`src/rtl/adc_spi_pkg.sv`:
```
// adc_spi_pkg: shared types and constants for the ADC SPI configuration master.
//   - FSM state enum for the transaction sequencer
//   - Avalon register addresses and widths
//   - SPI frame geometry and STATUS bit positions
package adc_spi_pkg;

    typedef enum logic [2:0] {
        ST_IDLE,
        ST_SETUP,
        ST_SHIFT,
        ST_HOLD,
        ST_GAP
    } state_t;

    localparam int unsigned ADDR_W = 3;
    localparam int unsigned DATA_W = 16;

    localparam logic [ADDR_W-1:0] REG_INSTR  = 3'd0;
    localparam logic [ADDR_W-1:0] REG_WDATA  = 3'd1;
    localparam logic [ADDR_W-1:0] REG_CTRL   = 3'd2;
    localparam logic [ADDR_W-1:0] REG_STATUS = 3'd3;
    localparam logic [ADDR_W-1:0] REG_RDATA  = 3'd4;

    localparam int unsigned FRAME_BITS = 24;
    localparam int unsigned INSTR_BITS = 16;

    localparam int unsigned STAT_BUSY = 0;
    localparam int unsigned STAT_DONE = 1;
    localparam int unsigned STAT_ERR  = 2;

endpackage

```
`src/rtl/adc_spi_if.sv`:
```
// adc_spi_if: Avalon-MM slave bus of the ADC SPI configuration block.
//   address   : register select
//   read      : read strobe
//   write     : write strobe
//   writedata : write data
//   readdata  : registered read data (valid the cycle after read)
interface adc_spi_if;
    import adc_spi_pkg::*;

    logic [ADDR_W-1:0] address;
    logic              read;
    logic              write;
    logic [DATA_W-1:0] writedata;
    logic [DATA_W-1:0] readdata;

    modport master (output address, output read, output write, output writedata, input readdata);
    modport slave  (input address, input read, input write, input writedata, output readdata);

endinterface

```
`src/rtl/adc_spi_shifter.sv`:
```
// adc_spi_shifter: SCLK divider and 24-bit SDIO shift/capture engine.
//   main_clk, rst : clock and synchronous active-high reset
//   load          : latch frame and rw, rewind counters
//   run           : shifting enabled (sequencer is in SHIFT)
//   frame, rw     : frame to send MSB first; rw=1 turns bits 16-23 around
//   sdio_in       : sampled SDIO
//   sclk, sdio_out, sdio_oe : SPI pin values (all low while not running)
//   rdata         : byte captured during the data phase of a read
//   shift_done    : last cycle of bit 23's high half
module adc_spi_shifter
    import adc_spi_pkg::*;
#(
    parameter int unsigned CLK_DIV = 4
) (
    input  logic                  main_clk,
    input  logic                  rst,
    input  logic                  load,
    input  logic                  run,
    input  logic [FRAME_BITS-1:0] frame,
    input  logic                  rw,
    input  logic                  sdio_in,
    output logic                  sclk,
    output logic                  sdio_out,
    output logic                  sdio_oe,
    output logic [7:0]            rdata,
    output logic                  shift_done
);

    localparam int unsigned DW = (CLK_DIV > 1) ? $clog2(CLK_DIV) : 1;
    localparam logic [DW-1:0] DIV_LAST = DW'(CLK_DIV - 1);
    localparam logic [4:0] LAST_BIT = 5'(FRAME_BITS - 1);
    localparam logic [4:0] DATA_BIT = 5'(INSTR_BITS);

    logic [DW-1:0]         div_q;
    logic                  high_q;
    logic [4:0]            bit_q;
    logic [FRAME_BITS-1:0] sh_q;
    logic                  rw_q;
    logic                  half_end;

    assign half_end = run && (div_q == DIV_LAST);

    always_ff @(posedge main_clk) begin
        if (rst) begin
            div_q  <= '0;
            high_q <= 1'b0;
            bit_q  <= '0;
            sh_q   <= '0;
            rw_q   <= 1'b0;
            rdata  <= '0;
        end else if (load) begin
            div_q  <= '0;
            high_q <= 1'b0;
            bit_q  <= '0;
            sh_q   <= frame;
            rw_q   <= rw;
        end else if (run) begin
            if (half_end) begin
                div_q  <= '0;
                high_q <= ~high_q;
                // End of a high half: advance to the next bit so the new MSB
                // appears on SDIO at the start of the following low half.
                if (high_q) begin
                    sh_q  <= {sh_q[FRAME_BITS-2:0], 1'b0};
                    bit_q <= bit_q + 5'd1;
                    if (rw_q && bit_q >= DATA_BIT)
                        rdata <= {rdata[6:0], sdio_in};
                end
            end else begin
                div_q <= div_q + 1'b1;
            end
        end
    end

    assign sclk       = run & high_q;
    assign sdio_out   = run & sh_q[FRAME_BITS-1];
    assign sdio_oe    = run & ((bit_q < DATA_BIT) | ~rw_q);
    assign shift_done = half_end & high_q & (bit_q == LAST_BIT);

endmodule

```
`src/rtl/adc_spi_config.sv`:
```
// adc_spi_config: Avalon-MM controlled 3-wire SPI master for ADC register access.
//   main_clk, rst  : sole clock, synchronous active-high reset
//   avs            : Avalon-MM slave (INSTR, WDATA, CTRL, STATUS, RDATA)
//   adc_csb_n      : chip select, active low
//   adc_sclk       : SPI clock, idles low
//   adc_sdio_out/oe: SDIO drive value and enable (tristate built above)
//   adc_sdio_in    : SDIO sampled value
//   busy           : transaction in progress
module adc_spi_config
    import adc_spi_pkg::*;
#(
    parameter int unsigned CLK_DIV  = 4,
    parameter int unsigned CS_SETUP = 2,
    parameter int unsigned CS_HOLD  = 2,
    parameter int unsigned CS_GAP   = 4
) (
    input  logic        main_clk,
    input  logic        rst,
    adc_spi_if.slave    avs,
    output logic        adc_csb_n,
    output logic        adc_sclk,
    output logic        adc_sdio_out,
    output logic        adc_sdio_oe,
    input  logic        adc_sdio_in,
    output logic        busy
);

    state_t      state_q, state_d;
    logic [7:0]  cnt_q, cnt_d;
    logic [15:0] instr_q;
    logic [7:0]  wdata_q;
    logic        done_q, err_q;
    logic [7:0]  rdata;
    logic        start_req, wr_status;
    logic        shift_load, shift_run, shift_done, set_done;
    logic [15:0] status, rd_mux;

    assign start_req = avs.write && (avs.address == REG_CTRL) && avs.writedata[0];
    assign wr_status = avs.write && (avs.address == REG_STATUS);
    assign shift_run = (state_q == ST_SHIFT);
    assign busy      = (state_q != ST_IDLE);
    assign adc_csb_n = !((state_q == ST_SETUP) || (state_q == ST_SHIFT) || (state_q == ST_HOLD));

    always_comb begin
        state_d    = state_q;
        cnt_d      = cnt_q;
        shift_load = 1'b0;
        set_done   = 1'b0;
        case (state_q)
            ST_IDLE: begin
                if (start_req) begin
                    state_d    = ST_SETUP;
                    cnt_d      = '0;
                    shift_load = 1'b1;
                end
            end
            ST_SETUP: begin
                if (cnt_q == 8'(CS_SETUP - 1)) begin
                    state_d = ST_SHIFT;
                    cnt_d   = '0;
                end else begin
                    cnt_d = cnt_q + 8'd1;
                end
            end
            ST_SHIFT: begin
                if (shift_done) begin
                    state_d = ST_HOLD;
                    cnt_d   = '0;
                end
            end
            ST_HOLD: begin
                if (cnt_q == 8'(CS_HOLD - 1)) begin
                    state_d = ST_GAP;
                    cnt_d   = '0;
                end else begin
                    cnt_d = cnt_q + 8'd1;
                end
            end
            ST_GAP: begin
                if (cnt_q == 8'(CS_GAP - 1)) begin
                    state_d  = ST_IDLE;
                    cnt_d    = '0;
                    set_done = 1'b1;
                end else begin
                    cnt_d = cnt_q + 8'd1;
                end
            end
            default: begin
                state_d = ST_IDLE;
                cnt_d   = '0;
            end
        endcase
    end

    always_comb begin
        status            = '0;
        status[STAT_BUSY] = busy;
        status[STAT_DONE] = done_q;
        status[STAT_ERR]  = err_q;
        case (avs.address)
            REG_INSTR:  rd_mux = instr_q;
            REG_WDATA:  rd_mux = {8'h00, wdata_q};
            REG_STATUS: rd_mux = status;
            REG_RDATA:  rd_mux = {8'h00, rdata};
            default:    rd_mux = '0;
        endcase
    end

    always_ff @(posedge main_clk) begin
        if (rst) begin
            state_q      <= ST_IDLE;
            cnt_q        <= '0;
            instr_q      <= '0;
            wdata_q      <= '0;
            done_q       <= 1'b0;
            err_q        <= 1'b0;
            avs.readdata <= '0;
        end else begin
            state_q <= state_d;
            cnt_q   <= cnt_d;
            if (avs.write && avs.address == REG_INSTR)
                instr_q <= avs.writedata;
            if (avs.write && avs.address == REG_WDATA)
                wdata_q <= avs.writedata[7:0];
            // Completion set outranks a simultaneous software clear.
            done_q <= set_done | (done_q & ~(wr_status & avs.writedata[STAT_DONE]));
            err_q  <= (start_req & busy) | (err_q & ~(wr_status & avs.writedata[STAT_ERR]));
            avs.readdata <= avs.read ? rd_mux : '0;
        end
    end

    adc_spi_shifter #(
        .CLK_DIV (CLK_DIV)
    ) u_shifter (
        .main_clk   (main_clk),
        .rst        (rst),
        .load       (shift_load),
        .run        (shift_run),
        .frame      ({instr_q[15], 2'b00, instr_q[12:0], wdata_q}),
        .rw         (instr_q[15]),
        .sdio_in    (adc_sdio_in),
        .sclk       (adc_sclk),
        .sdio_out   (adc_sdio_out),
        .sdio_oe    (adc_sdio_oe),
        .rdata      (rdata),
        .shift_done (shift_done)
    );

endmodule
```
`src/flat_wrapper.sv`:
```
// flat-port wrapper written by rule: the top's interface ports become plain ports
module adc_spi_config_flat import adc_spi_pkg::*;
#(
    parameter int unsigned CLK_DIV  = 4,
    parameter int unsigned CS_SETUP = 2,
    parameter int unsigned CS_HOLD  = 2,
    parameter int unsigned CS_GAP   = 4
)
  (main_clk, rst, adc_csb_n, adc_sclk, adc_sdio_out, adc_sdio_oe, adc_sdio_in, busy, avs_address, avs_read, avs_write, avs_writedata, avs_readdata);
  adc_spi_if avs_i ();
  input  logic main_clk;
  input  logic rst;
  output logic adc_csb_n;
  output logic adc_sclk;
  output logic adc_sdio_out;
  output logic adc_sdio_oe;
  input  logic adc_sdio_in;
  output logic busy;
  input wire logic [$bits(avs_i.address)-1:0] avs_address;
  input wire logic [$bits(avs_i.read)-1:0] avs_read;
  input wire logic [$bits(avs_i.write)-1:0] avs_write;
  input wire logic [$bits(avs_i.writedata)-1:0] avs_writedata;
  output wire logic [$bits(avs_i.readdata)-1:0] avs_readdata;
  assign avs_i.address = avs_address;
  assign avs_i.read = avs_read;
  assign avs_i.write = avs_write;
  assign avs_i.writedata = avs_writedata;
  assign avs_readdata = avs_i.readdata;
  adc_spi_config #(.CLK_DIV(CLK_DIV), .CS_SETUP(CS_SETUP), .CS_HOLD(CS_HOLD), .CS_GAP(CS_GAP)) u_core (.main_clk(main_clk), .rst(rst), .avs(avs_i), .adc_csb_n(adc_csb_n), .adc_sclk(adc_sclk), .adc_sdio_out(adc_sdio_out), .adc_sdio_oe(adc_sdio_oe), .adc_sdio_in(adc_sdio_in), .busy(busy));
endmodule
```
`config.mk`:
```
export PLATFORM = sky130hd
export DESIGN_NAME = adc_spi_config_flat
export DESIGN_NICKNAME = d
export VERILOG_FILES = /design/src/rtl/adc_spi_pkg.sv /design/src/rtl/adc_spi_if.sv /design/src/rtl/adc_spi_shifter.sv /design/src/rtl/adc_spi_config.sv /design/src/flat_wrapper.sv
export SDC_FILE = /design/constraint.sdc
export NUM_CORES = 1
export LEC_CHECK = 0
export ABC_AREA = 1
export BUFFER_PORTS_ARGS = -buffer_cell sky130_fd_sc_hd__buf_4
export CAP_MARGIN = 20
export CORE_AREA = 5 5 95 97
export DETAILED_ROUTE_END_ITERATION = 7
export DIE_AREA = 0 0 100 102
export PLACE_DENSITY = 0.67
export REMOVE_ABC_BUFFERS = 1
export SLEW_MARGIN = 20
export SYNTH_ARGS = -nofsm -noshare
export SYNTH_HDL_FRONTEND = slang
export SYNTH_SLANG_ARGS = --single-unit
```
`constraint.sdc`:
```
create_clock -name main_clk -period 1.6 [get_ports main_clk]
set_input_delay 0.08 -clock main_clk [delete_from_list [all_inputs] [get_ports main_clk]]
set_output_delay 0.08 -clock main_clk [all_outputs]
set_load 0.05 [all_outputs]
```
# Word level (Yosys, flattened, before mapping)
# Index checks and enable logic that the tools add are counted.
# op_classes
n_addsub	3
n_lt_le_gt_ge	2
eq_ne	17
muxes	21
bitwise	19
n_reduce_logical	25
# ops
op	count
$mux 24	4
$pmux 16 s4	1
$mux 8	4
$pmux 8 s4	1
$mux 3	5
$pmux 3 s5	1
$eq 3x2->1 const B	4
$and 1x1->1	10
$reduce_and 5->1	2
$add 8x1->8 const B	1
$eq 8x1->1 const B	1
$eq 8x2->1 const B	1
$logic_and 1x1->1	7
$eq 3x1->1 const B	2
$eq 3x3->1 const B	2
$logic_not 3->1	2
$ne 2x1->1 const B	3
$not 1->1	6
$reduce_and 3->1	2
$reduce_bool 2->1	3
$reduce_or 2->1	3
$add 5x1->5 const B	1
$eq 5x5->1 const B	1
$ge 5x5->1 const B	1
other kinds (11)	19
# totals
regBits	94
elab_cells	101

# Logic depth before layout (Yosys ltp)
# Gate-level depths: netlist (run 1).
# logic_depth
depth_word	7
ltp_mapped	10
depth_no_buf	10

# By module
# Synthesis (run 1) repeated with hierarchy kept, for this count alone.
# hier_totals
hier_cells	612
hier_area_um2	4367.9
# by_module_without_submodules
module	n_inst	cells_per_inst	area_each_um2
adc_spi_config	1	318	2376.0
adc_spi_shifter	1	294	1991.9

# Least setup slack after synthesis (run 1)
# OpenSTA, ideal clock, no wires.
# synth_path
kind	reg2out
startpoint	register u_core.state_q[0]
endpoint	output port adc_csb_n
t_arrival_ns	1.450
path_slack_ns	0.070
stages_incl_launch_ff	2
n_path_buf	0
path_cell_list	dfxtp_1 > o21ai_0
# synth_between
elab_chain_len	4
# synth_rtl
element	line	source
start, declared	adc_spi_config.sv:28	state_t state_q, state_d;
start signal, assigned	adc_spi_config.sv:119	state_q <= state_d;
$eq 3x1->1 or $eq 3x2->1 (tied branches)	adc_spi_config.sv:42	assign adc_csb_n = !((state_q == ST_SETUP) || (state_q == ST_SHIFT) || (state_q == ST_HOLD));
$logic_or 1x1->1	adc_spi_config.sv:42	
$logic_or 1x1->1 (*)	adc_spi_config.sv:42	
$logic_not 1->1 (*)	adc_spi_config.sv:42	
end, declared	flat_wrapper.sv:13	output logic adc_csb_n;
# Mark *: on every way between the ends. The rest lies on a longest branch, timed or not.

# Worst setup path after layout (run 1)
# layout_path
startpoint	register u_core.state_q[0]
endpoint	output port adc_sdio_oe
# layout_between
elab_chain_len	2
# layout_rtl
element	line	source
$eq 3x2->1	adc_spi_config.sv:40	assign shift_run = (state_q == ST_SHIFT);
$and 1x1->1	adc_spi_shifter.sv:77	assign sdio_oe = run & ((bit_q < DATA_BIT) | ~rw_q);
end, declared	flat_wrapper.sv:16	output logic adc_sdio_oe;
# Every way passes these cells.

==> reports/qor.json, run 1 <==
{
  "status": {
    "run_status": "finished, final reports clean"
  },
  "synth": {
    "post_syn_area_mm2": 0.00389,
    "syn-mean-instance-area_um2": 7.45,
    "yosysWarningCount": 0,
    "postSynthCellCount": 523,
    "ys_seq_elements": 94,
    "yosys.cell_types.count": 33,
    "sequential_to_total_area_share_from_yosys_stat_pct": 48.3
  },
  "critical_path": {
    "timing.critical_path.from_type": "flop",
    "timing.critical_path.from": "u_core.state_q[0]$_SDFFE_PP0P_",
    "rrSetupSlack_ps": 110,
    "crit-reg2reg-launch": "u_core.u_shifter.div_q[1]$_SDFFE_PP0P_",
    "ff2ff_path_depth": 7,
    "end_of_the_worst_register_to_register_path": "u_core.u_shifter.sh_q[19]$_SDFFE_PP0P_",
    "crit_path_end_kind": "primary output",
    "endpoint_of_the_most_critical_setup_path": "adc_sdio_oe",
    "worst_path_required_time_ps": 1520,
    "worstSetupPathType": "flop to primary output",
    "arrival_ps": 1420,
    "critical_path_peak_fanout": 7
  },
  "timing": {
    "hold_viol": 0,
    "setup_viol_count_final": 0,
    "min_period_ps": 1500,
    "max_freq_mhz": 666,
    "timing.clock.skew_ps": 11.5,
    "totalNegativeSetupSlack_ps": 0,
    "fin_crit_sh_pct": 93.8,
    "timing.max_slew.rel_slack_pct": 73.7,
    "rsz0062_at_grt": "no",
    "drv_slew": 0,
    "transition_at_the_pin_with_the_smallest_max_transition_slack_ps": 392
  },
  "detailed_routing": {
    "routed_wirelength_um": 9100,
    "detail_route.vias_per_cell": 5.04,
    "detail_route.drc_violations": 0,
    "via_count": 3499,
    "detail-route-antenna-nets": 0,
    "drt-wirelength-per-cell_um": 13.1,
    "detail_route.first_pass.iterations": 5,
    "drt-initial-drc-count": 204
  },
  "clock_tree": {
    "tritoncts_num_sinks": 94,
    "clk_path_buf_depth": 2,
    "clk_latency_ps": 360,
    "cts_htree_levels": 3,
    "cts.clk_slew.worst_paths_ps": 90,
    "clock-root-buffer": "sky130_fd_sc_hd__clkbuf_8",
    "cts-buffers-inserted": 9,
    "cts_tree": "done"
  },
  "die": {
    "die_h_um": 102,
    "top_level_ports": 45,
    "area_of_the_placeable_core_mm2": 0.00805,
    "floorplan.initialDensity_pct": 48.4,
    "rows": 33,
    "die-area_mm2": 0.0102,
    "horizontal_die_dimension_um": 100
  },
  "placement": {
    "finalWeightedCongestion": 0.858,
    "detailed_place_hpwl_um": 6430,
    "number_of_buffers_inserted_by_port_buffering": 44
  },
  "run": {
    "max_cap_viol_count": 0
  },
  "global_routing": {
    "gr-total-overflow": 0,
    "grt_pass1_vias": 3288,
    "global_route.usage.total_pct": 18.8,
    "grt_start_max_net_pins": 31,
    "antenna_found_initial": 0,
    "grt_pass1_wl_um": 15300
  },
  "cells_and_area": {
    "flow.area_growth_from_synthesis_pct": 20.8,
    "diodes": 0,
    "design.final.nets": 612,
    "fraction_of_layout_instances_using_a_drive_strength_above_1_pct": 17.3,
    "postLayoutCoreUtil_pct": 58.5
  },
  "hold_path": {
    "hold_depth": 3,
    "hold_path_class": "input port to flop",
    "hp-start": "avs_writedata[2]"
  },
  "pwr": {
    "total_leakage_power_nw": 1.95,
    "ir_worst_vdd_mv": 0.473,
    "internal_power_w": 0.00340,
    "netSwitchingFraction_pct": 31.6,
    "clkPwrFrac_pct": 29.3,
    "power.share.sequential_pct": 50.0,
    "power.combinational.fraction_pct": 20.6,
    "power_switching_w": 0.00157,
    "power-per-cell-area_mw_per_mm2": 1060,
    "total_power_w": 0.00497
  }
}
==> per-layer routing <==
metal	global-route usage [%]	wire, um	vias up
met4	6.94	133	0
met5	0	0	-
met2	30.9	4330	79
met1	24.4	4220	1586
met3	4.10	418	13
li1	-	-	1821
==> synthesized netlist by cell type <==
| cell | count | area, um^2 |
|---|---|---|
| sky130_fd_sc_hd__a211oi_1 | 2 | 15.0 |
| sky130_fd_sc_hd__clkinv_1 | 1 | 3.75 |
| sky130_fd_sc_hd__nand3_1 | 14 | 70.1 |
| sky130_fd_sc_hd__buf_6 | 2 | 22.5 |
| sky130_fd_sc_hd__buf_2 | 5 | 25.0 |
| sky130_fd_sc_hd__nor3_1 | 9 | 45.0 |
| sky130_fd_sc_hd__clkbuf_1 | 12 | 45.0 |
| sky130_fd_sc_hd__or2_2 | 2 | 12.5 |
| sky130_fd_sc_hd__o211ai_1 | 1 | 7.51 |
| sky130_fd_sc_hd__nand3b_1 | 3 | 22.5 |
| sky130_fd_sc_hd__nor2_1 | 66 | 248 |
| sky130_fd_sc_hd__a21oi_1 | 71 | 355 |
| sky130_fd_sc_hd__nor2_8 | 1 | 20.0 |
| sky130_fd_sc_hd__o21ai_0 | 59 | 295 |
| sky130_fd_sc_hd__nand2_1 | 81 | 304 |
| sky130_fd_sc_hd__o22ai_1 | 6 | 37.5 |
| sky130_fd_sc_hd__nand4_2 | 1 | 12.5 |
| sky130_fd_sc_hd__o21ai_1 | 3 | 15.0 |
| sky130_fd_sc_hd__inv_1 | 64 | 240 |
| sky130_fd_sc_hd__buf_4 | 1 | 7.51 |
| sky130_fd_sc_hd__o221ai_1 | 3 | 26.3 |
| sky130_fd_sc_hd__xor2_1 | 3 | 26.3 |
| sky130_fd_sc_hd__o21bai_2 | 1 | 11.3 |
| sky130_fd_sc_hd__nand2_2 | 2 | 12.5 |
| sky130_fd_sc_hd__nand2_4 | 1 | 11.3 |
| sky130_fd_sc_hd__nor2_2 | 2 | 12.5 |
| sky130_fd_sc_hd__dfxtp_1 | 94 | 1880 |
| sky130_fd_sc_hd__o21bai_1 | 1 | 7.51 |
| sky130_fd_sc_hd__a32o_1 | 1 | 10.0 |
| sky130_fd_sc_hd__nand4_1 | 3 | 18.8 |
| sky130_fd_sc_hd__inv_2 | 3 | 11.3 |
| sky130_fd_sc_hd__ha_1 | 4 | 50.1 |
| sky130_fd_sc_hd__nor2_4 | 1 | 11.3 |
==> final cells by class <==
type,count,area [um^2]
clock buffers,10,138
clock inverters,6,43.8
fillers,795,3340
inverters,68,258
multi-input cells,341,1690
flip-flops and latches,94,1890
well taps,105,131
repair buffers,70,564
==> per-stage QoR <==
step	hold WS, ps	cell area, um^2	std cells	setup WS (ps)
global route	0.612	4710	694	0.307
CTS	0.0315	4660	693	0.520
global placement	346	4390	668	70.2
detailed placement	354	4390	668	39.3
finish	10.9	4710	694	98.5
floorplan	149	3790	503	-234
==> registers in the layout, indices dropped and copies added (netlist names) <==
register	cells
u_core.avs.readdata	16
u_core.cnt_q	8
u_core.done_q	1
u_core.err_q	1
u_core.instr_q	16
u_core.state_q	3
u_core.u_shifter.bit_q	5
u_core.u_shifter.div_q	2
u_core.u_shifter.high_q	1
u_core.u_shifter.rdata	8
u_core.u_shifter.rw_q	1
u_core.u_shifter.sh_q	24
u_core.wdata_q	8
==> worst min path at each step <==
stage / end / slack (ps)
detailed placement: u_core.wdata_q[0]$_SDFFE_PP0P_ / 350
global placement: u_core.wdata_q[0]$_SDFFE_PP0P_ / 350
finish: u_core.wdata_q[2]$_SDFFE_PP0P_ / 10
CTS: u_core.wdata_q[2]$_SDFFE_PP0P_ / 0.03
global route: u_core.instr_q[9]$_SDFFE_PP0P_ / 0.6
floorplan: u_core.cnt_q[0]$_SDFFE_PP0P_ / 150
==> cell usage in the layout (no fill, tap or decap), drive strengths merged <==
master	Yosys	layout
o22ai	6	6
nand3b	3	3
clkinv	1	4
o21bai	2	2
ha	4	4
a211oi	2	2
xor2	3	3
o211ai	1	1
clkbuf	12	10
dfxtp	94	94
nor3	9	9
a32o	1	1
inv	67	69
buf	8	61
clkinvlp	0	1
a21oi	71	71
nand4	4	4
or2	2	2
nand3	14	14
o21ai	62	62
nand2	84	84
nor2	70	70
dlygate4sd3	0	9
o221ai	3	3
==> critical path: stages (launching register included) <==
cell,delay [ps]
sky130_fd_sc_hd__dfxtp_1,340
sky130_fd_sc_hd__nor2_2,150
sky130_fd_sc_hd__nand2_1,90
sky130_fd_sc_hd__buf_4,170
sky130_fd_sc_hd__a21oi_1,120
sky130_fd_sc_hd__buf_4,210
==> logic make-up (layout without fill, tap and decap cells) <==
kind of cell,Yosys count,count (layout),synth area share (%)
compound gates,148,148,20.0
fa+ha+maj,4,4,1.28
simple gates,186,186,20.6
flops,94,94,48.3
buf+inv,88,154,9.12
xor+xnor,3,3,0.675
==> what timing repair did <==
| item | 4_1_cts | 5_1_grt |
|---|---|---|
| gates resized for setup | 0 | 16 |
| endpoints found under the setup margin | 0 | 40 |
| buffers inserted | 0 | 1 |
| endpoints found under the hold margin | 9 | 0 |
| hold buffers | 9 | 0 |
==> power by group through the flow <==
stage,clock [W],sequential (W),combinational [W]
6_report,0.00146,0.00249,0.00103
5_1_grt,0.00161,0.00250,0.00114
4_1_cts,0.00150,0.00247,0.000975
3_5_place_dp,0,0.00253,0.000956
3_3_place_gp,0,0.00253,0.000943
2_1_floorplan,0,0.00253,0.000623
(Power assumes the default switching activity.)
==> run 2: changes to the inputs <==
--- a/config.mk
+++ b/config.mk
@@ -5,10 +5,10 @@
 export SDC_FILE = /design/constraint.sdc
 export NUM_CORES = 1
 export LEC_CHECK = 0
-export ABC_AREA = 1
-export BUFFER_PORTS_ARGS = -buffer_cell sky130_fd_sc_hd__buf_4
+export BUFFER_PORTS_ARGS = -buffer_cell sky130_fd_sc_hd__buf_2
 export CAP_MARGIN = 20
 export CORE_AREA = 5 5 95 97
+export CTS_BUF_LIST = sky130_fd_sc_hd__clkbuf_2 sky130_fd_sc_hd__clkbuf_4 sky130_fd_sc_hd__clkbuf_8
 export DETAILED_ROUTE_END_ITERATION = 7
 export DIE_AREA = 0 0 100 102
 export PLACE_DENSITY = 0.67
==> run 2 against run 1 <==
Against the previous run:
- the flow now finishes with violations (setup timing)
- routed wire length increased by 12%
- via count shrank 1.3%
- synthesized cell count fell by 15%
- critical path type unchanged
==> reports/qor.json, run 2 <==
{
  "pwr": {
    "total_power": {"value": 0.00487, "unit": "W", "change": "was 0.00497 W"},
    "total_leakage_power": {"value": 1.94, "unit": "nW", "change": "was 1.95 nW"},
    "ir_worst_vdd": {"value": 0.597, "unit": "mV", "change": "was 0.473 mV"},
    "power-per-cell-area": {"value": 925, "unit": "mW/mm^2", "change": "was 1060 mW/mm^2"}
  },
  "synth": {
    "yosys.cell_types.count": {"value": 46, "change": "was 33"},
    "postSynthCellCount": {"value": 442, "change": "was 523"},
    "synth.top_cell.area_share": {"value": 48.4, "unit": "%", "change": "was 48.3%"},
    "syn-mean-instance-area": {"value": 8.80, "unit": "um^2", "change": "was 7.45 um^2"},
    "sequential_to_total_area_share_from_yosys_stat": {"value": 48.4, "unit": "%", "change": "was 48.3%"},
    "post_syn_area": {"value": 0.00389, "unit": "mm^2", "change": "about the same"},
    "top_cell_types_by_occurrence_after_synthesis": {"value": "94 x sky130_fd_sc_hd__dfxtp_1, 72 x sky130_fd_sc_hd__nand2_1, 55 x sky130_fd_sc_hd__nor2_1", "change": "was 94 x sky130_fd_sc_hd__dfxtp_1, 81 x sky130_fd_sc_hd__nand2_1, 71 x sky130_fd_sc_hd__a21oi_1"},
    "synth_area_leader_cell": {"value": "sky130_fd_sc_hd__dfxtp_1", "change": "unchanged"},
    "ys_seq_elements": {"value": 94, "change": "unchanged"},
    "postSynth.asyncResetShare": {"value": 0, "unit": "%", "change": "unchanged"},
    "synth_edf_count": {"value": 0, "change": "unchanged"},
    "yosysWarningCount": {"value": 0, "change": "unchanged"},
    "synth_area_leaders": {"value": "sky130_fd_sc_hd__dfxtp_1 48%, sky130_fd_sc_hd__nand2_1 6.9%, sky130_fd_sc_hd__mux2i_1 6.7%", "change": "was sky130_fd_sc_hd__dfxtp_1 48%, sky130_fd_sc_hd__a21oi_1 9.1%, sky130_fd_sc_hd__nand2_1 7.8%"},
    "post_synth_top_flop": {"value": "sky130_fd_sc_hd__dfxtp_1", "change": "unchanged"},
    "yosys.cell_count.top_type": {"value": "sky130_fd_sc_hd__dfxtp_1", "change": "unchanged"}
  },
  "detailed_routing": {
    "via_count": {"value": 3455, "change": "was 3499"},
    "routed_wirelength": {"value": 10200, "unit": "um", "change": "was 9100 um"},
    "detail_route.drc_violations": {"value": 0, "change": "unchanged"},
    "detail-route-antenna-nets": {"value": 0, "change": "unchanged"},
    "drt-wirelength-per-cell": {"value": 15.8, "unit": "um", "change": "was 13.1 um"},
    "detail_route.first_pass.iterations": {"value": 4, "change": "was 5"},
    "detail_route.vias_per_cell": {"value": 5.34, "change": "was 5.04"},
    "drt-initial-drc-count": {"value": 194, "change": "was 204"}
  },
  "critical_path": {
    "worst_path_required_time": {"value": 1520, "unit": "ps", "change": "about the same"},
    "critical_path_peak_fanout": {"value": 4, "change": "was 7"},
    "crit-reg2reg-launch": {"value": "u_core.state_q[2]$_SDFFE_PP0P_", "change": "was u_core.u_shifter.div_q[1]$_SDFFE_PP0P_"},
    "worstSetupPathType": {"value": "flop to primary output", "change": "unchanged"},
    "arrival": {"value": 1620, "unit": "ps", "change": "was 1420 ps"},
    "ff2ff_path_depth": {"value": 7, "change": "unchanged"},
    "timing.critical_path.from_type": {"value": "flop", "change": "unchanged"},
    "crit_path_end_kind": {"value": "primary output", "change": "unchanged"},
    "end_of_the_worst_register_to_register_path": {"value": "u_core.u_shifter.sh_q[8]$_SDFFE_PP0P_", "change": "was u_core.u_shifter.sh_q[19]$_SDFFE_PP0P_"},
    "rrSetupSlack": {"value": -40, "unit": "ps", "change": "was 110 ps"}
  },
  "placement": {
    "number_of_buffers_inserted_by_port_buffering": {"value": 44, "change": "unchanged"},
    "finalWeightedCongestion": {"value": 0.877, "change": "was 0.858"},
    "post-place-ws": {"value": -247, "unit": "ps", "change": "was 39.3 ps"},
    "detailed_place_hpwl": {"value": 6410, "unit": "um", "change": "was 6430 um"}
  },
  "timing": {
    "timing.clock.skew": {"value": 13.5, "unit": "ps", "change": "was 11.5 ps"},
    "setup_viol_count_final": {"value": 8, "change": "was 0"},
    "drv_slew": {"value": 0, "change": "unchanged"},
    "hold_viol": {"value": 0, "change": "unchanged"},
    "fin_crit_sh": {"value": 107, "unit": "%", "change": "was 93.8%"},
    "max_freq": {"value": 587, "unit": "MHz", "change": "was 666 MHz"},
    "final.hold.worst_slack": {"value": 17.9, "unit": "ps", "change": "was 10.9 ps"},
    "rsz0062_at_grt": {"value": "yes", "change": "was no"},
    "final_critical_path_setup_slack": {"value": -104, "unit": "ps", "change": "was 98.5 ps"},
    "timing.max_slew.rel_slack": {"value": 46.8, "unit": "%", "change": "was 73.7%"},
    "min_period": {"value": 1700, "unit": "ps", "change": "was 1500 ps"},
    "totalNegativeSetupSlack": {"value": -188, "unit": "ps", "change": "was 0 ps"},
    "transition_at_the_pin_with_the_smallest_max_transition_slack": {"value": 792, "unit": "ps", "change": "was 392 ps"}
  },
  "clock_tree": {
    "clk_path_buf_depth": {"value": 2, "change": "unchanged"},
    "cts_htree_levels": {"value": 3, "change": "unchanged"},
    "tritoncts_num_sinks": {"value": 94, "change": "unchanged"},
    "cts.clk_slew.worst_paths": {"value": 80, "unit": "ps", "change": "was 90 ps"},
    "cts-buffers-inserted": {"value": 9, "change": "unchanged"},
    "cts_tree": {"value": "done", "change": "unchanged"},
    "clock-root-buffer": {"value": "sky130_fd_sc_hd__clkbuf_8", "change": "unchanged"},
    "clk_latency": {"value": 360, "unit": "ps", "change": "about the same"}
  },
  "cells_and_area": {
    "top_regs": {"value": "u_core.u_shifter.sh_q x24, u_core.avs.readdata x16, u_core.instr_q x16", "change": "unchanged"},
    "layout.cells.most_common": {"value": "sky130_fd_sc_hd__dfxtp_1", "change": "unchanged"},
    "largest_register_ff_count": {"value": 24, "change": "unchanged"},
    "postLayoutCoreUtil": {"value": 65.4, "unit": "%", "change": "was 58.5%"},
    "final_cell_mix": {"value": "87 x sky130_fd_sc_hd__dfxtp_1, 59 x sky130_fd_sc_hd__nand2_1, 53 x sky130_fd_sc_hd__nor2_1, 40 x sky130_fd_sc_hd__buf_2, 37 x sky130_fd_sc_hd__a21oi_1", "change": "was 90 x sky130_fd_sc_hd__dfxtp_1, 80 x sky130_fd_sc_hd__nand2_1, 71 x sky130_fd_sc_hd__a21oi_1, 63 x sky130_fd_sc_hd__inv_1, 63 x sky130_fd_sc_hd__nor2_1"},
    "nFillCells": {"value": 654, "change": "was 795"},
    "design.final.nets": {"value": 566, "change": "was 612"},
    "diodes": {"value": 0, "change": "unchanged"},
    "fraction_of_layout_instances_using_a_drive_strength_above_1": {"value": 33.2, "unit": "%", "change": "was 17.3%"},
    "ff_latch_area": {"value": 0.00189, "unit": "mm^2", "change": "about the same"},
    "multi_input_area": {"value": 0.00213, "unit": "mm^2", "change": "was 0.00169 mm^2"},
    "registers.top_by_ff_count": {"value": "u_core.u_shifter.sh_q", "change": "unchanged"},
    "flow.area_growth_from_synthesis": {"value": 35.4, "unit": "%", "change": "was 20.8%"}
  },
  "die": {
    "floorplan.initialDensity": {"value": 48.3, "unit": "%", "change": "was 48.4%"},
    "die-area": {"value": 0.0102, "unit": "mm^2", "change": "unchanged"},
    "horizontal_die_dimension": {"value": 100, "unit": "um", "change": "unchanged"},
    "rows": {"value": 33, "change": "unchanged"},
    "top_level_ports": {"value": 45, "change": "unchanged"},
    "area_of_the_placeable_core": {"value": 0.00805, "unit": "mm^2", "change": "unchanged"},
    "die_h": {"value": 102, "unit": "um", "change": "unchanged"}
  },
  "status": {
    "failing_checks": "setup timing",
    "run_status": {"value": "complete, but fails checks", "change": "was finished, final reports clean"}
  },
  "global_routing": {
    "global_route.usage.total": {"value": 19.0, "unit": "%", "change": "was 18.8%"},
    "antenna_found_initial": {"value": 0, "change": "unchanged"},
    "grt_pass1_wl": {"value": 15400, "unit": "um", "change": "was 15300 um"},
    "gr-total-overflow": {"value": 0, "change": "unchanged"},
    "grt_pass1_vias": {"value": 3244, "change": "was 3288"},
    "grt_start_max_net_pins": {"value": 30, "change": "was 31"}
  },
  "run": {
    "max_cap_viol_count": {"value": 0, "change": "unchanged"}
  },
  "hold_path": {
    "hold_depth": {"value": 3, "change": "unchanged"},
    "hp-start": {"value": "avs_writedata[0]", "change": "was avs_writedata[2]"},
    "whs_endpoint": {"value": "u_core.instr_q[0]$_SDFFE_PP0P_", "change": "was u_core.wdata_q[2]$_SDFFE_PP0P_"},
    "hold_path_class": {"value": "input port to flop", "change": "unchanged"}
  }
}
run 2: cell types whose count changed in the layout (fill, tap and decap cells not counted), moves of 12 or more:
| cell | delta |
|---|---|
| sky130_fd_sc_hd__inv_1 | -59 |
| sky130_fd_sc_hd__buf_2 | +40 |
| sky130_fd_sc_hd__mux2i_1 | +26 |
| sky130_fd_sc_hd__a21oi_2 | +16 |
| sky130_fd_sc_hd__o21ai_0 | -57 |
| sky130_fd_sc_hd__buf_4 | -24 |
| sky130_fd_sc_hd__a22oi_1 | +12 |
| sky130_fd_sc_hd__nand2_1 | -21 |
| sky130_fd_sc_hd__a21oi_1 | -34 |
run 2: logic make-up (layout without fill, tap and decap cells):
family	Yosys count	in the layout	share of synthesized area (%)
AOI/OAI and AO/OA	99	99	16.4
xor gates and xnor gates	8	8	1.80
adders and majority gates	4	4	1.29
DFF	94	94	48.4
muxes	26	26	6.69
and+or+nand+nor	181	184	21.1
buffers and inverters	30	127	4.34
run 2: layout make-up:
type                       count  share of cell area [%]
tap                          105                    2.49
sequential                    94                    35.9
timing repair buffer         108                    16.9
inverter                       4                   0.285
clock buffer                  11                    2.87
clock inverter                 4                    1.02
multi-input combinational    321                    40.5
run 2: report_power, final:
part           total, W  internal (W)  switching (W)
sequential      0.00242       0.00238      0.0000380
combinational  0.000841      0.000367       0.000474
clock           0.00162      0.000805       0.000813
total           0.00487       0.00355        0.00133
run 2: what timing repair did:
action,4_1_cts,5_1_grt
endpoints found under the setup margin,55,51
hold buffers,15,1
pin swaps,10,46
endpoints found under the hold margin,20,1
gates resized for setup,29,64
gates cloned,3,3
setup buffers,7,1
run 2: metal layers:
layer | global-route usage, % | up-vias | part of all wire, %
met4 | 4.04 | 0 | 1.3
met3 | 4.23 | 11 | 3.8
met1 | 23.3 | 1664 | 44
li1 | - | 1713 | -
met2 | 34.2 | 67 | 51
met5 | 0 | - | 0
run 2: worst max-delay path, cell delays in order, from the launching register on:
cell and delay, ps:
sky130_fd_sc_hd__dfxtp_2 350, sky130_fd_sc_hd__buf_6 120, sky130_fd_sc_hd__or3b_4 390, sky130_fd_sc_hd__buf_6 130
sky130_fd_sc_hd__a21oi_4 110, sky130_fd_sc_hd__buf_6 170
run 2: worst max-delay path by stage:
| stage | endpoint | start | cells after the start |
|---|---|---|---|
| finish | adc_sdio_oe | u_core.state_q[0]$_SDFFE_PP0P_ | 5 |
| global route | adc_sdio_oe | u_core.state_q[0]$_SDFFE_PP0P_ | 5 |
| CTS | adc_sdio_oe | u_core.state_q[2]$_SDFFE_PP0P_ | 5 |
| detailed placement | u_core.u_shifter.sh_q[23]$_SDFFE_PP0P_ | u_core.state_q[2]$_SDFFE_PP0P_ | 6 |
| global placement | u_core.u_shifter.sh_q[5]$_SDFFE_PP0P_ | u_core.state_q[2]$_SDFFE_PP0P_ | 6 |
| floorplan | u_core.u_shifter.sh_q[23]$_SDFFE_PP0P_ | u_core.state_q[0]$_SDFFE_PP0P_ | 5 |
run 2: stage by stage:
stage	std cells	cell area, um^2
6_report	647	5270
5_1_grt	647	5270
4_1_cts	642	4940
3_5_place_dp	602	4400
3_3_place_gp	602	4400
2_1_floorplan	416	3740
==> run 3: changes to the inputs <==
--- a/config.mk
+++ b/config.mk
@@ -11,6 +11,7 @@
 export CTS_BUF_LIST = sky130_fd_sc_hd__clkbuf_2 sky130_fd_sc_hd__clkbuf_4 sky130_fd_sc_hd__clkbuf_8
 export DETAILED_ROUTE_END_ITERATION = 7
 export DIE_AREA = 0 0 100 102
+export HOLD_SLACK_MARGIN = 0.15
 export PLACE_DENSITY = 0.67
 export REMOVE_ABC_BUFFERS = 1
 export SLEW_MARGIN = 20
==> run 3 against run 2 <==
Against the previous run:
- the run still ends with setup timing left
- utilization rose by 0.37 points
- via count rose by 0.72%
- die area did not move
- global-route usage did not move
- worst setup slack got worse by 4.0 ps
- clock power barely moved
- worst hold slack improved by 180 ps
- sequential power barely moved
- critical path depth did not move
- critical path type unchanged
- critical endpoint unchanged
==> reports/qor.json, run 3 (same netlist as run 2, synthesis figures left out) <==
{
  "status": {
    "run_status": {"value": "complete, but fails checks", "change": "unchanged"},
    "failing_checks": {"value": "setup timing", "change": "unchanged"}
  },
  "cells_and_area": {
    "nFillCells": {"value": 652, "change": "was 654"},
    "final_cell_mix": {"value": "87 x sky130_fd_sc_hd__dfxtp_1, 59 x sky130_fd_sc_hd__nand2_1, 53 x sky130_fd_sc_hd__nor2_1, 40 x sky130_fd_sc_hd__buf_2, 37 x sky130_fd_sc_hd__a21oi_1", "change": "unchanged"},
    "layout.cells.most_common": {"value": "sky130_fd_sc_hd__dfxtp_1", "change": "unchanged"},
    "layout.cells.non_filler": {"value": 650, "change": "was 647"},
    "top_regs": {"value": "u_core.u_shifter.sh_q x24, u_core.avs.readdata x16, u_core.instr_q x16", "change": "unchanged"},
    "diodes": {"value": 0, "change": "unchanged"},
    "design.final.nets": {"value": 569, "change": "was 566"},
    "fraction_of_layout_instances_using_a_drive_strength_above_1": {"value": 33.0, "unit": "%", "change": "was 33.2%"},
    "ff_latch_area": {"value": 0.00189, "unit": "mm^2", "change": "unchanged"},
    "flow.area_growth_from_synthesis": {"value": 36.2, "unit": "%", "change": "was 35.4%"},
    "postLayoutCoreUtil": {"value": 65.8, "unit": "%", "change": "was 65.4%"},
    "largest_register_ff_count": {"value": 24, "change": "unchanged"},
    "multi_input_area": {"value": 0.00213, "unit": "mm^2", "change": "unchanged"},
    "registers.top_by_ff_count": {"value": "u_core.u_shifter.sh_q", "change": "unchanged"}
  },
  "clock_tree": {
    "clk_path_buf_depth": {"value": 2, "change": "unchanged"},
    "cts-buffers-inserted": {"value": 9, "change": "unchanged"},
    "clock-root-buffer": {"value": "sky130_fd_sc_hd__clkbuf_8", "change": "unchanged"},
    "cts_htree_levels": {"value": 3, "change": "unchanged"},
    "cts.clk_slew.worst_paths": {"value": 90, "unit": "ps", "change": "was 80 ps"},
    "tritoncts_num_sinks": {"value": 94, "change": "unchanged"},
    "clk_latency": {"value": 360, "unit": "ps", "change": "about the same"},
    "cts_tree": {"value": "done", "change": "unchanged"}
  },
  "detailed_routing": {
    "drt-initial-drc-count": {"value": 183, "change": "was 194"},
    "detail_route.vias_per_cell": {"value": 5.35, "change": "was 5.34"},
    "routed_wirelength": {"value": 10200, "unit": "um", "change": "about the same"},
    "detail_route.first_pass.iterations": {"value": 4, "change": "unchanged"},
    "detail-route-antenna-nets": {"value": 0, "change": "unchanged"},
    "via_count": {"value": 3480, "change": "was 3455"},
    "drt-wirelength-per-cell": {"value": 15.7, "unit": "um", "change": "was 15.8 um"},
    "detail_route.drc_violations": {"value": 0, "change": "unchanged"}
  },
  "global_routing": {
    "gr-total-overflow": {"value": 0, "change": "unchanged"},
    "antenna_found_initial": {"value": 0, "change": "unchanged"},
    "global_route.usage.total": {"value": 19.0, "unit": "%", "change": "unchanged"},
    "grt_start_max_net_pins": {"value": 30, "change": "unchanged"},
    "grt_pass1_wl": {"value": 15400, "unit": "um", "change": "unchanged"},
    "grt_pass1_vias": {"value": 3244, "change": "unchanged"}
  },
  "timing": {
    "final_critical_path_setup_slack": {"value": -108, "unit": "ps", "change": "was -104 ps"},
    "timing.max_slew.rel_slack": {"value": 46.7, "unit": "%", "change": "was 46.8%"},
    "timing.clock.skew": {"value": 14.0, "unit": "ps", "change": "was 13.5 ps"},
    "hold_viol": {"value": 0, "change": "unchanged"},
    "drv_slew": {"value": 0, "change": "unchanged"},
    "transition_at_the_pin_with_the_smallest_max_transition_slack": {"value": 794, "unit": "ps", "change": "was 792 ps"},
    "fin_crit_sh": {"value": 107, "unit": "%", "change": "about the same"},
    "max_freq": {"value": 585, "unit": "MHz", "change": "was 587 MHz"},
    "min_period": {"value": 1710, "unit": "ps", "change": "was 1700 ps"},
    "final.hold.worst_slack": {"value": 199, "unit": "ps", "change": "was 17.9 ps"},
    "setup_viol_count_final": {"value": 8, "change": "unchanged"},
    "rsz0062_at_grt": {"value": "yes", "change": "unchanged"}
  },
  "critical_path": {
    "critPathTopFamily": {"value": "buffers and inverters", "change": "unchanged"},
    "crit_path_end_kind": {"value": "primary output", "change": "unchanged"},
    "worst_path_max_delay_cell": {"value": "sky130_fd_sc_hd__or3b_4", "change": "unchanged"},
    "worst_path_required_time": {"value": 1520, "unit": "ps", "change": "about the same"},
    "path_cells": {"value": "buf_6, or3b_4, buf_6, a21oi_4, buf_6", "change": "unchanged"},
    "critical_path.n_buffers_inverters": {"value": 3, "change": "unchanged"},
    "path_common_cell": {"value": "sky130_fd_sc_hd__buf_6", "change": "unchanged"},
    "critPathMaxStageDelay": {"value": 390, "unit": "ps", "change": "about the same"},
    "timing.critical_path.from_type": {"value": "flop", "change": "unchanged"},
    "worstSetupPathType": {"value": "flop to primary output", "change": "unchanged"},
    "critical_path_peak_fanout": {"value": 4, "change": "unchanged"},
    "arrival": {"value": 1630, "unit": "ps", "change": "was 1620 ps"}
  },
  "placement": {
    "detailed_place_hpwl": {"value": 6410, "unit": "um", "change": "unchanged"},
    "number_of_buffers_inserted_by_port_buffering": {"value": 44, "change": "unchanged"},
    "finalWeightedCongestion": {"value": 0.877, "change": "unchanged"},
    "placed_cells_incl_taps": {"value": 602, "change": "unchanged"}
  },
  "hold_path": {
    "hold_path_class": {"value": "input port to flop", "change": "unchanged"}
  },
  "die": {
    "top_level_ports": {"value": 45, "change": "unchanged"},
    "floorplan.initialDensity": {"value": 48.3, "unit": "%", "change": "unchanged"},
    "die_h": {"value": 102, "unit": "um", "change": "unchanged"},
    "rows": {"value": 33, "change": "unchanged"},
    "horizontal_die_dimension": {"value": 100, "unit": "um", "change": "unchanged"},
    "die-area": {"value": 0.0102, "unit": "mm^2", "change": "unchanged"},
    "area_of_the_placeable_core": {"value": 0.00805, "unit": "mm^2", "change": "unchanged"}
  },
  "run": {
    "max_cap_viol_count": {"value": 0, "change": "unchanged"}
  },
  "pwr": {
    "power-per-cell-area": {"value": 922, "unit": "mW/mm^2", "change": "was 925 mW/mm^2"},
    "total_power": {"value": 0.00488, "unit": "W", "change": "was 0.00487 W"},
    "ir_worst_vdd": {"value": 0.599, "unit": "mV", "change": "was 0.597 mV"},
    "total_leakage_power": {"value": 1.95, "unit": "nW", "change": "was 1.94 nW"}
  }
}
run 3: area by class of cell:
type	instances	area share, %
tap	105	2.48
clock buffer	11	2.86
timing repair buffer	111	17.3
multi-input combinational	321	40.3
clock inverter	4	1.02
inverter	4	0.283
sequential	94	35.7
run 3: stage by stage:
stage          cell area (um^2)  worst slack (ps)  setup TNS, ps
6_report                   5300              -108           -191
5_1_grt                    5300              -174          -3020
4_1_cts                    4980              -113           -184
3_5_place_dp               4400              -247          -6450
3_3_place_gp               4400              -206          -4830
2_1_floorplan              3740              -984         -38480
run 3: power breakdown:
part	switching (W)	total (W)	internal [W]
clock network	0.000818	0.00162	0.000805
registers	0.0000382	0.00242	0.00238
logic	0.000473	0.000845	0.000372
run 3: worst reg2reg max path, delay by kind of cell (launching register included):
family,cells,cell delay [ps]
buffers and inverters,2,370
AO/OA/AOI/OAI,1,60
AND/OR/NAND/NOR,4,730
flip-flops,1,360
run 3: path summary, 6_finish.rpt:
path              cells after the start                                endpoint  slack (ps)                                   start
setup reg to reg                      7   u_core.u_shifter.sh_q[8]$_SDFFE_PP0P_         -40          u_core.state_q[2]$_SDFFE_PP0P_
setup / recovery                      5                             adc_sdio_oe        -110          u_core.state_q[0]$_SDFFE_PP0P_
hold reg to reg                       2  u_core.u_shifter.sh_q[15]$_SDFFE_PP0P_         470  u_core.u_shifter.sh_q[15]$_SDFFE_PP0P_
hold / removal                        4       u_core.avs.readdata[0]$_SDFF_PP0_         200                          avs_address[1]
run 3: timing repair:
item / in CTS / in global routing
hold buffers: 19 / 0
endpoints found under the setup margin: 55 / 51
resized for setup: 29 / 64
hold endpoints to repair: 33 / 0
setup buffers: 7 / 1
pin swaps: 10 / 46
cloned: 3 / 3
run 3: metal layers:
layer	vias to the layer above	share of wire, %	track usage [%]
met2	78	51	34.2
li1	1719	-	-
met4	0	1.6	4.04
met5	-	0	0
met3	14	4.9	4.23
met1	1669	42	23.3
